[config.mk]
export PLATFORM = sky130hd
export DESIGN_NAME = reg_pipeline
export DESIGN_NICKNAME = d
export VERILOG_FILES = /design/src/rtl/reg_pipeline.sv
export SDC_FILE = /design/constraint.sdc
export NUM_CORES = 1
export LEC_CHECK = 0
export ABC_AREA = 1
export CORE_MARGIN = 4
export CORE_UTILIZATION = 37
export CTS_BUF_LIST = sky130_fd_sc_hd__clkbuf_16
export DETAILED_ROUTE_END_ITERATION = 8
export DONT_BUFFER_PORTS = 1
export GPL_TIMING_DRIVEN = 1
export PLACE_DENSITY = 0.51
export SYNTH_ARGS = -nofsm -noshare
export SYNTH_HDL_FRONTEND = slang
export SYNTH_SLANG_ARGS = --single-unit
export TNS_END_PERCENT = 5
[constraint.sdc]
create_clock -name clk -period 2.2 [get_ports clk]
set_clock_uncertainty 0.05 [all_clocks]
set_input_delay 0.22 -clock clk [delete_from_list [all_inputs] [get_ports clk]]
set_output_delay 0.22 -clock clk [all_outputs]
set_load 0.01 [all_outputs]
[src/rtl/reg_pipeline.sv]
// rtl/reg_pipeline.sv - DEPTH-stage valid/ready register pipeline with bubble compression,
// flush, and an occupancy count.
module reg_pipeline #(
  parameter int               WIDTH     = 12,
  parameter int               DEPTH     = 4,
  parameter logic [WIDTH-1:0] RESET_VAL = '0
) (
  input  logic                       clk,
  input  logic                       rst,
  input  logic                       flush,
  input  logic                       in_valid,
  input  logic [WIDTH-1:0]           in_data,
  output logic                       in_ready,
  output logic                       out_valid,
  output logic [WIDTH-1:0]           out_data,
  input  logic                       out_ready,
  output logic [$clog2(DEPTH+1)-1:0] count
);

  localparam int CW = $clog2(DEPTH+1);

  logic [WIDTH-1:0] data_q [DEPTH];
  logic [WIDTH-1:0] data_d [DEPTH];
  logic [DEPTH-1:0] valid_q, valid_d;
  logic [DEPTH-1:0] adv;
  logic [CW-1:0]    count_q, count_d;
  logic             clear, accept, emit;

  // A stage may load when it is empty or when its own word moves on downstream,
  // so an empty slot anywhere ahead lets everything behind it close the gap.
  always_comb begin : adv_chain
    logic ready_c;
    ready_c = out_ready;
    for (int k = DEPTH - 1; k >= 0; k--) begin
      ready_c = ready_c | ~valid_q[k];
      adv[k]  = ready_c;
    end
  end

  assign clear    = rst | flush;
  assign in_ready = adv[0] & ~clear;
  assign accept   = in_valid & in_ready;
  assign emit     = valid_q[DEPTH-1] & out_ready & ~clear;

  always_comb begin
    valid_d = valid_q;
    data_d  = data_q;
    count_d = count_q + CW'(accept) - CW'(emit);
    if (clear) begin
      valid_d = '0;
      count_d = '0;
      for (int k = 0; k < DEPTH; k++) begin
        data_d[k] = RESET_VAL;
      end
    end else begin
      // Data only moves with a valid word; bubbles leave stale data in place.
      if (adv[0]) begin
        valid_d[0] = accept;
        if (accept) begin
          data_d[0] = in_data;
        end
      end
      for (int k = 1; k < DEPTH; k++) begin
        if (adv[k]) begin
          valid_d[k] = valid_q[k-1];
          if (valid_q[k-1]) begin
            data_d[k] = data_q[k-1];
          end
        end
      end
    end
  end

  always_ff @(posedge clk) begin
    valid_q <= valid_d;
    data_q  <= data_d;
    count_q <= count_d;
  end

  assign out_valid = valid_q[DEPTH-1];
  assign out_data  = data_q[DEPTH-1];
  assign count     = count_q;

endmodule

==> flow_summary_export.csv, run 1 <==
group,metric,value,unit
outcome,status,"completed",
sta,rsz0062_at_grt,"false",
clocking,insertion_delay,0.29,ns
sta,period_share,0.920,
route,drcViolationCount,0,
sta,fmax,494,MHz
route,routedWlPerCell,11.2,um
floorplan,io-pin-count,34,
global_route,gr-usage-all-layers,0.119,
finish,diodes,0,
floorplan,fp.dieH,88.6,um
setup_path,crit_path_top_delay_cell,"fa_1",
pwr,p_sw_frac,0.228,
sta,finalSetupTns,0,ns
global_route,grt_pass1_vias,1654,
pwr,clkPwrFrac,0.418,
finish,drive_gt1_frac,0.149,
pwr,p_seq_frac,0.532,
clocking,cts_buffer_depth,2,
sta,relSlewSlack,0.779,
synthesis,synthTopCellsByArea,"dfxtp_1, nor2_1, nand2_1",
setup_path,crit_fanout,3,
clocking,cts_tree,"yes",
synthesis,synth_warnings,0,
synthesis,yosysMostFrequentCell,"nor2_1",
clocking,cts_buffers,5,
setup_path,arrival,2.16,ns
route,viasPerCell,4.48,
setup_path,startpoint,"valid_q[3]",
sta,drv_slew,0,
synthesis,synth_cell_types,29,
place,hpwl,2.74,mm
setup_path,worstReg2RegStart,"valid_q[3]",
setup_path,end_kind,"flip-flop",
synthesis,ys_top_cells_by_count,"nor2_1, dfxtp_1, nand2_1",
place,dpl_cell_area,0.00234,mm^2
setup_path,worstPathRequired,2.33,ns
synthesis,async_flop_share,0,
flow_run,cap_violations,0,
synthesis,synth_seq_cells,55,
synthesis,synth.avg_cell_area,7.95,um^2
floorplan,start_util,0.380,
setup_path,crit_type,"reg2reg",
route,vias,1639,
hold_path,min_to,"data_q[36]",
pwr,powerDensity,762,mW/mm^2
clocking,root_buffer,"clkbuf_16",
clocking,cts-htree-levels,2,
sta,fin_crit,2.02,ns
finish,area_delta_synth_final,4.59,%
global_route,gr-total-overflow,0,
finish,utilization,0.398,
synthesis,synth_nets,322,
synthesis,ys.flop_type,"dfxtp_1",
floorplan,die_w,88.6,um
route,ant_nets,0,
floorplan,coreArea,0.00631,mm^2
setup_path,crit_path_cell_trace,"inv_2, nor2_8, nand4_4, nand3_2, ha_1, inv_1, ha_1, inv_1, fa_1, xnor2_2, o21ai_1, a21oi_1",
place,portBuffers,0,
synthesis,synth_edf_count,0,
finish,design_area,0.00251,mm^2
pwr,combPwrFrac,0.049,
sta,hold_viol_final,0,
clocking,cts_setup_buffers,0,
hold_path,min_from,"in_data[0]",
hold_path,hold_depth,2,
synthesis,synthCells,302,
setup_path,slowest_delay,0.40,ns
setup_path,r2r-end,"count[2]",
pwr,leakagePower,1.02,nW
floorplan,die_area,0.00784,mm^2
setup_path,rrSetupSlack,0.18,ns
clocking,cts_sinks,55,
finish,fin_nets,308,
sta,setup_violations,0,
synthesis,netlist.area_leader.share,0.459,
hold_path,hold_class,"in2reg",
pwr,p_int,1.48,mW
global_route,antenna_found_initial,0,
clocking,cts.clk_slew.worst_paths,0.07,ns
setup_path,r2r_cells,12,
global_route,grt_max_degree,37,
route,wirelength,4.11,mm
route,drt_iter0_markers,71,
pwr,p_switching,0.437,mW
sta,worstMarginPinSlew,0.332,ns
route,dr.pass1.iters,4,
place,place_congestion,0.665,
synthesis,synth_top_area_cell,"dfxtp_1",
global_route,grt_pass1_wl,7.53,mm
setup_path,start_kind,"flip-flop",
synthesis,netlist_area,0.00240,mm^2
floorplan,rows,29,
synthesis,synth-seq-area-share,0.459,
pwr,peakVddDrop,0.490,mV
==> how the worst max path moves through the flow <==
stage | to | cells after the start
5_1_grt | count[2] | 12
2_1_floorplan | count[2] | 13
6_report | count[2] | 12
3_5_place_dp | count[2] | 12
4_1_cts | count[2] | 12
3_3_place_gp | count[2] | 12
==> per-layer routing <==
metal	vias to the layer above	wire length, um	track usage
met5	-	0	0
met4	0	31	0.0371
met3	4	212	0.0354
met2	33	1680	0.179
met1	688	2190	0.164
li1	914	-	-
==> stage by stage <==
stage                     cells  worst slack (ns)  hold slack, ns  power (mW)
after global placement      357             0.194           0.325        1.14
final                       366             0.176          0.0254        1.91
after CTS                   366             0.151          0.0220        1.95
after global routing        366           0.00749          0.0163        2.02
after detailed placement    357             0.177           0.302        1.14
after floorplan             302           0.00381           0.325        1.12
==> critical path: cells and delay by family (launching register included) <==
kind	cells	cell delay [ns]
AOI/OAI and AO/OA	2	0.18
buffers and inverters	3	0.18
and+or+nand+nor	3	0.17
xor gates and xnor gates	1	0.16
adders and majority gates	3	0.82
DFF	1	0.36
==> logic make-up (layout without fill, tap and decap cells) <==
kind of cell	after synthesis	count (layout)	share of synthesized area
flip-flops	55	55	0.459
buffers and inverters	54	41	0.131
AO/OA/AOI/OAI	40	40	0.0849
AND/OR/NAND/NOR	149	149	0.303
XOR/XNOR	1	1	0.00365
adder cells (fa/ha/maj)	3	3	0.0188
==> layout by cell type, fill, tap and decap left out, types with 4 or more instances in the layout <==
cell	count
a21oi_1	15
buf_4	9
clkbuf_16	5
dfxtp_1	54
inv_1	19
nand2_1	37
nand3_1	5
nand3_2	8
nand4_1	12
nor2_1	76
nor2_2	4
o21ai_0	5
o21ai_1	19
==> flip-flops by register name (all words and copies together) (netlist names) <==
| name | flops |
|---|---|
| out_data | 12 |
| valid_q | 4 |
| data_q | 36 |
| count | 3 |
==> power groups by stage <==
stage / sequential [mW] / clock, mW / combinational (mW)
after floorplan: 1.04 / 0 / 0.0832
after global placement: 1.04 / 0 / 0.0939
after detailed placement: 1.04 / 0 / 0.0939
after CTS: 1.02 / 0.833 / 0.0957
after global routing: 1.02 / 0.886 / 0.110
final: 1.02 / 0.801 / 0.0944
==> final cells by class <==
cell class | instances | area (um^2)
fillers | 693 | 3800
flip-flops and latches | 55 | 1100
multi-input cells | 193 | 993
clock buffers | 5 | 125
well taps | 77 | 96.3
inverters | 23 | 88.8
repair buffers | 10 | 77.6
clock inverters | 3 | 25.0
==> repair_timing <==
action | in CTS | in global routing
hold endpoints to repair | 1 | 0
hold buffers | 1 | 0
endpoints found under the setup margin | 0 | 1
gates resized for setup | 0 | 3
Note: power is estimated with default switching activity, not from simulation.
==> run 2: changes to the inputs <==
--- a/config.mk
+++ b/config.mk
@@ -7,12 +7,13 @@
 export LEC_CHECK = 0
 export ABC_AREA = 1
 export CORE_MARGIN = 4
-export CORE_UTILIZATION = 37
+export CORE_UTILIZATION = 45
 export CTS_BUF_LIST = sky130_fd_sc_hd__clkbuf_16
 export DETAILED_ROUTE_END_ITERATION = 8
 export DONT_BUFFER_PORTS = 1
+export GPL_ROUTABILITY_DRIVEN = 0
 export GPL_TIMING_DRIVEN = 1
-export PLACE_DENSITY = 0.51
+export PLACE_DENSITY = 0.6
 export SYNTH_ARGS = -nofsm -noshare
 export SYNTH_HDL_FRONTEND = slang
 export SYNTH_SLANG_ARGS = --single-unit
==> run 2 against run 1 <==
Highest routed layer unchanged. Sequential share of layout area grew 0.54 points. Largest cell class unchanged. Hold slack lost 0.0026 ns. Combinational power fell by 3.7%. Largest power group unchanged. Power fell by 0.77%. Non-clock buffer count fell by 2. Routed wire length fell by 4.1%.
==> flow_summary_export.csv, run 2 (synthesis gave the netlist of run 1 again) <==
group,metric,value,unit
finish,stdcell_count,357,
global_route,gr-total-overflow,0,
sta,relSlewSlack,0.702,
finish,largest-register,"data_q",
global_route,antenna_found_initial,0,
setup_path,arrival,2.24,ns
finish,area_delta_synth_final,3.07,%
sta,hold_viol_final,0,
finish,fin_nets,306,
setup_path,crit_path_top_delay_cell,"dfxtp_2",
flow_run,cap_violations,0,
global_route,grt_pass1_wl,7.02,mm
clocking,cts_sinks,55,
route,drcViolationCount,0,
pwr,leakagePower,1.00,nW
route,dr.pass1.iters,4,
place,portBuffers,0,
setup_path,crit_path_cell_trace,"inv_2, nor2_8, nand4_4, nand3_2, ha_1, inv_1, ha_1, inv_1, fa_1, xnor2_1, o21ai_0, a21oi_1",
setup_path,end_kind,"flip-flop",
hold_path,hold_class,"in2reg",
setup_path,slowest_delay,0.37,ns
floorplan,die_w,81.0,um
setup_path,start_kind,"flip-flop",
pwr,powerDensity,767,mW/mm^2
finish,num-fill-cells,544,
clocking,cts_setup_buffers,0,
setup_path,critical_path.top_delay_family,"adder cells",
clocking,cts_buffer_depth,2,
floorplan,coreArea,0.00514,mm^2
setup_path,crit_type,"reg2reg",
sta,finalSetupTns,0,ns
route,wirelength,3.95,mm
global_route,grt_max_degree,50,
place,hpwl,2.57,mm
setup_path,crit_fanout,3,
global_route,grt_pass1_vias,1541,
setup_path,worstPathRequired,2.38,ns
clocking,cts_tree,"yes",
sta,worstMarginPinSlew,0.447,ns
finish,layout_commonest_cell,"nor2_1",
route,drt_iter0_markers,48,
clocking,cts_hold_buf,0,
clocking,cts.clk_slew.worst_paths,0.07,ns
global_route,gr-usage-all-layers,0.137,
setup_path,rrSetupSlack,0.14,ns
place,dpl.cell_count,349,
finish,drive_gt1_frac,0.143,
route,viasPerCell,4.59,
sta,drv_slew,0,
clocking,cts_buffers,5,
outcome,status,"completed",
sta,setup_violations,0,
floorplan,fp.dieH,81.0,um
clocking,cts_resized,0,
finish,layout_common_cells,"nor2_1, dfxtp_1, nand2_1",
finish,diodes,0,
sta,rsz0062_at_grt,"false",
clocking,cts-htree-levels,2,
floorplan,die_area,0.00657,mm^2
finish,multi_input_area,986,um^2
route,ant_nets,0,
sta,period_share,0.936,
sta,fin_crit,2.06,ns
finish,ff_latch_area,0.00110,mm^2
route,vias,1637,
floorplan,io-pin-count,34,
route,routedWlPerCell,11.1,um
floorplan,rows,26,
clocking,root_buffer,"clkbuf_16",
floorplan,start_util,0.467,
sta,fmax,486,MHz
finish,largest_reg_flops,36,
clocking,insertion_delay,0.29,ns
pwr,peakVddDrop,0.413,mV
setup_path,path_buf_inv,3,
run 2: path summary, 6_finish.rpt:
| path | start | end | cells past startpoint |
|---|---|---|---|
| hold reg to reg | data_q[25] | data_q[25] | 2 |
| hold / removal | in_data[11] | data_q[47] | 2 |
| setup reg to reg | valid_q[3] | count[2] | 12 |
| setup / recovery | valid_q[3] | count[2] | 12 |
run 2: through the flow:
stage | util | area, um^2 | hold slack [ns] | worst slack (ns) | power [mW]
4_1_cts | 0.482 | 2470 | 0.00980 | 0.129 | 1.93
6_report | 0.482 | 2470 | 0.0228 | 0.142 | 1.90
2_1_floorplan | - | 2400 | 0.325 | 0.00381 | 1.12
3_3_place_gp | 0.452 | 2320 | 0.319 | 0.206 | 1.13
5_1_grt | 0.482 | 2470 | 0.0153 | 0.0385 | 1.98
3_5_place_dp | 0.452 | 2320 | 0.317 | 0.155 | 1.13
run 2: per-layer routing:
layer	part of all wire	GRT usage	vias up
li1	-	-	916
met1	0.53	0.189	686
met2	0.40	0.194	31
met3	0.051	0.0477	4
met4	0.016	0.0557	0
met5	0	0	-
run 2: area by class of cell:
type                    instances  share of cell area
repair buffers                  8              0.0243
clock buffers                   5              0.0506
inverters                      23              0.0359
clock inverters                 3              0.0101
well taps                      70              0.0354
multi-input cells             193               0.398
flip-flops and latches         55               0.445
run 2: power by group:
part           switching, mW  internal, mW  total, mW
Sequential           0.00766          1.01       1.02
Clock                  0.362         0.426      0.788
Combinational         0.0581        0.0328     0.0909
==> run 3: changes to the inputs <==
--- a/config.mk
+++ b/config.mk
@@ -14,6 +14,7 @@
 export GPL_ROUTABILITY_DRIVEN = 0
 export GPL_TIMING_DRIVEN = 1
 export PLACE_DENSITY = 0.6
+export SETUP_SLACK_MARGIN = 0.5
 export SYNTH_ARGS = -nofsm -noshare
 export SYNTH_HDL_FRONTEND = slang
 export SYNTH_SLANG_ARGS = --single-unit
==> run 3 against run 2 <==
Critical path depth unchanged. Largest power group unchanged. Maximum frequency rose by 6.4%. Critical path type unchanged. Combinational power increased by 5.0%.
==> flow_summary_export.csv, run 3 (synthesis gave the netlist of run 1 again) <==
group,metric,value,unit
sta,fin_crit,1.93,ns
floorplan,start_util,0.467,
sta,fmax,517,MHz
route,ant_nets,0,
clocking,cts-htree-levels,2,
finish,num-fill-cells,545,
pwr,peakVddDrop,0.377,mV
hold_path,hold_depth,2,
hold_path,hold_class,"in2reg",
setup_path,r2r_cells,12,
route,dr.pass1.iters,4,
route,routedWlPerCell,11.5,um
sta,setup_ws,0.265,ns
finish,largest-register,"data_q",
sta,hold_viol_final,0,
floorplan,die_area,0.00657,mm^2
setup_path,arrival,2.07,ns
clocking,cts_tree,"yes",
global_route,gr-usage-all-layers,0.139,
route,drt_iter0_markers,125,
finish,fin_nets,309,
setup_path,crit_path_top_delay_cell,"dfxtp_4",
clocking,cts_hold_buf,0,
pwr,p_sw_frac,0.225,
hold_path,min_to,"valid_q[0]",
pwr,p_switching,0.428,mW
sta,relSlewSlack,0.774,
pwr,leakagePower,1.01,nW
setup_path,r2r-end,"count[2]",
route,vias,1668,
place,dp_slack,0.0857,ns
finish,largest_reg_flops,36,
sta,rsz0062_at_grt,"true",
setup_path,crit_fanout,3,
clocking,cts_buffer_depth,2,
place,hpwl,2.67,mm
floorplan,rows,26,
clocking,insertion_delay,0.29,ns
route,wirelength,4.13,mm
flow_run,cap_violations,0,
setup_path,start_kind,"flip-flop",
clocking,cts.clk_slew.worst_paths,0.07,ns
pwr,powerDensity,746,mW/mm^2
hold_path,min_from,"in_valid",
sta,worstMarginPinSlew,0.339,ns
setup_path,rrSetupSlack,0.27,ns
finish,drive_gt1_frac,0.176,
setup_path,crit_type,"reg2reg",
route,viasPerCell,4.63,
setup_path,end_kind,"flip-flop",
sta,setup_violations,0,
place,portBuffers,0,
pwr,clkPwrFrac,0.413,
finish,layout_common_cells,"nor2_1, dfxtp_1, nand2_1",
global_route,grt_pass1_wl,7.05,mm
floorplan,fp.dieH,81.0,um
global_route,antenna_found_initial,0,
floorplan,die_w,81.0,um
finish,diodes,0,
setup_path,path_buf_inv,3,
clocking,cts_sinks,55,
finish,area_delta_synth_final,6.04,%
clocking,root_buffer,"clkbuf_16",
floorplan,io-pin-count,34,
global_route,grt_max_degree,37,
clocking,cts_buffers,5,
route,drcViolationCount,0,
floorplan,coreArea,0.00514,mm^2
setup_path,critical_path.top_delay_family,"adder cells",
pwr,combPwrFrac,0.050,
sta,finalSetupTns,0,ns
setup_path,crit_path_cell_trace,"inv_4, nor2_8, nand4_4, nand3_4, ha_4, inv_2, ha_4, inv_2, fa_2, xnor2_2, o21ai_1, a21oi_1",
setup_path,slowest_delay,0.38,ns
sta,drv_slew,0,
global_route,gr-total-overflow,0,
global_route,grt_pass1_vias,1585,
setup_path,worstReg2RegStart,"valid_q[3]",
setup_path,worstPathRequired,2.33,ns
pwr,p_seq_frac,0.536,
outcome,status,"completed",
sta,period_share,0.879,
pwr,p_int,1.47,mW
finish,layout_commonest_cell,"nor2_1",
==> run 3: routing by layer <==
layer,track usage,vias to the layer above,routed length [um]
met4,0.0608,0,52
met3,0.0521,4,209
met1,0.177,716,2060
met5,0,-,0
met2,0.209,34,1800
li1,-,914,-
==> run 3: cell type report <==
class | count | area, um^2 | area share
clock inverter | 3 | 23.8 | 0.00934
inverter | 23 | 91.3 | 0.0359
multi-input combinational | 193 | 1030 | 0.405
timing repair buffer | 11 | 82.6 | 0.0324
tap | 70 | 87.6 | 0.0344
clock buffer | 5 | 125 | 0.0491
sequential | 55 | 1100 | 0.434
==> run 3: worst max path at each step <==
stage,depth (start not counted),slack [ns],start,to
floorplan,13,0.03,valid_q[3],count[2]
global placement,12,0.15,valid_q[3],count[2]
detailed placement,12,0.09,valid_q[3],count[2]
CTS,12,0.24,valid_q[3],count[2]
global route,12,0.19,valid_q[3],count[2]
finish,12,0.27,valid_q[3],count[2]
==> run 3: timing repair <==
action,in CTS,in global routing
gates resized for setup,8,2
endpoints found under the setup margin,2,3
endpoints found under the hold margin,0,0
setup buffers,2,1
pin swaps,6,3
==> run 3: power by group through the flow <==
stage                     Clock [mW]  Sequential [mW]  Combinational, mW
after CTS                      0.815             1.02             0.0953
after detailed placement           0             1.04             0.0931
after global routing           0.852             1.02              0.110
after floorplan                    0             1.04             0.0832
final                          0.786             1.02             0.0954
after global placement             0             1.04             0.0925
==> run 3: through the flow <==
step	hold slack, ns	cells	cell area, um^2	total power [mW]	util
global placement	0.316	349	2330	1.14	0.453
floorplan	0.325	302	2400	1.12	-
CTS	0.00572	359	2530	1.93	0.492
finish	0.0135	360	2550	1.90	0.495
global route	0.00288	360	2550	1.98	0.495
detailed placement	0.310	349	2330	1.14	0.453
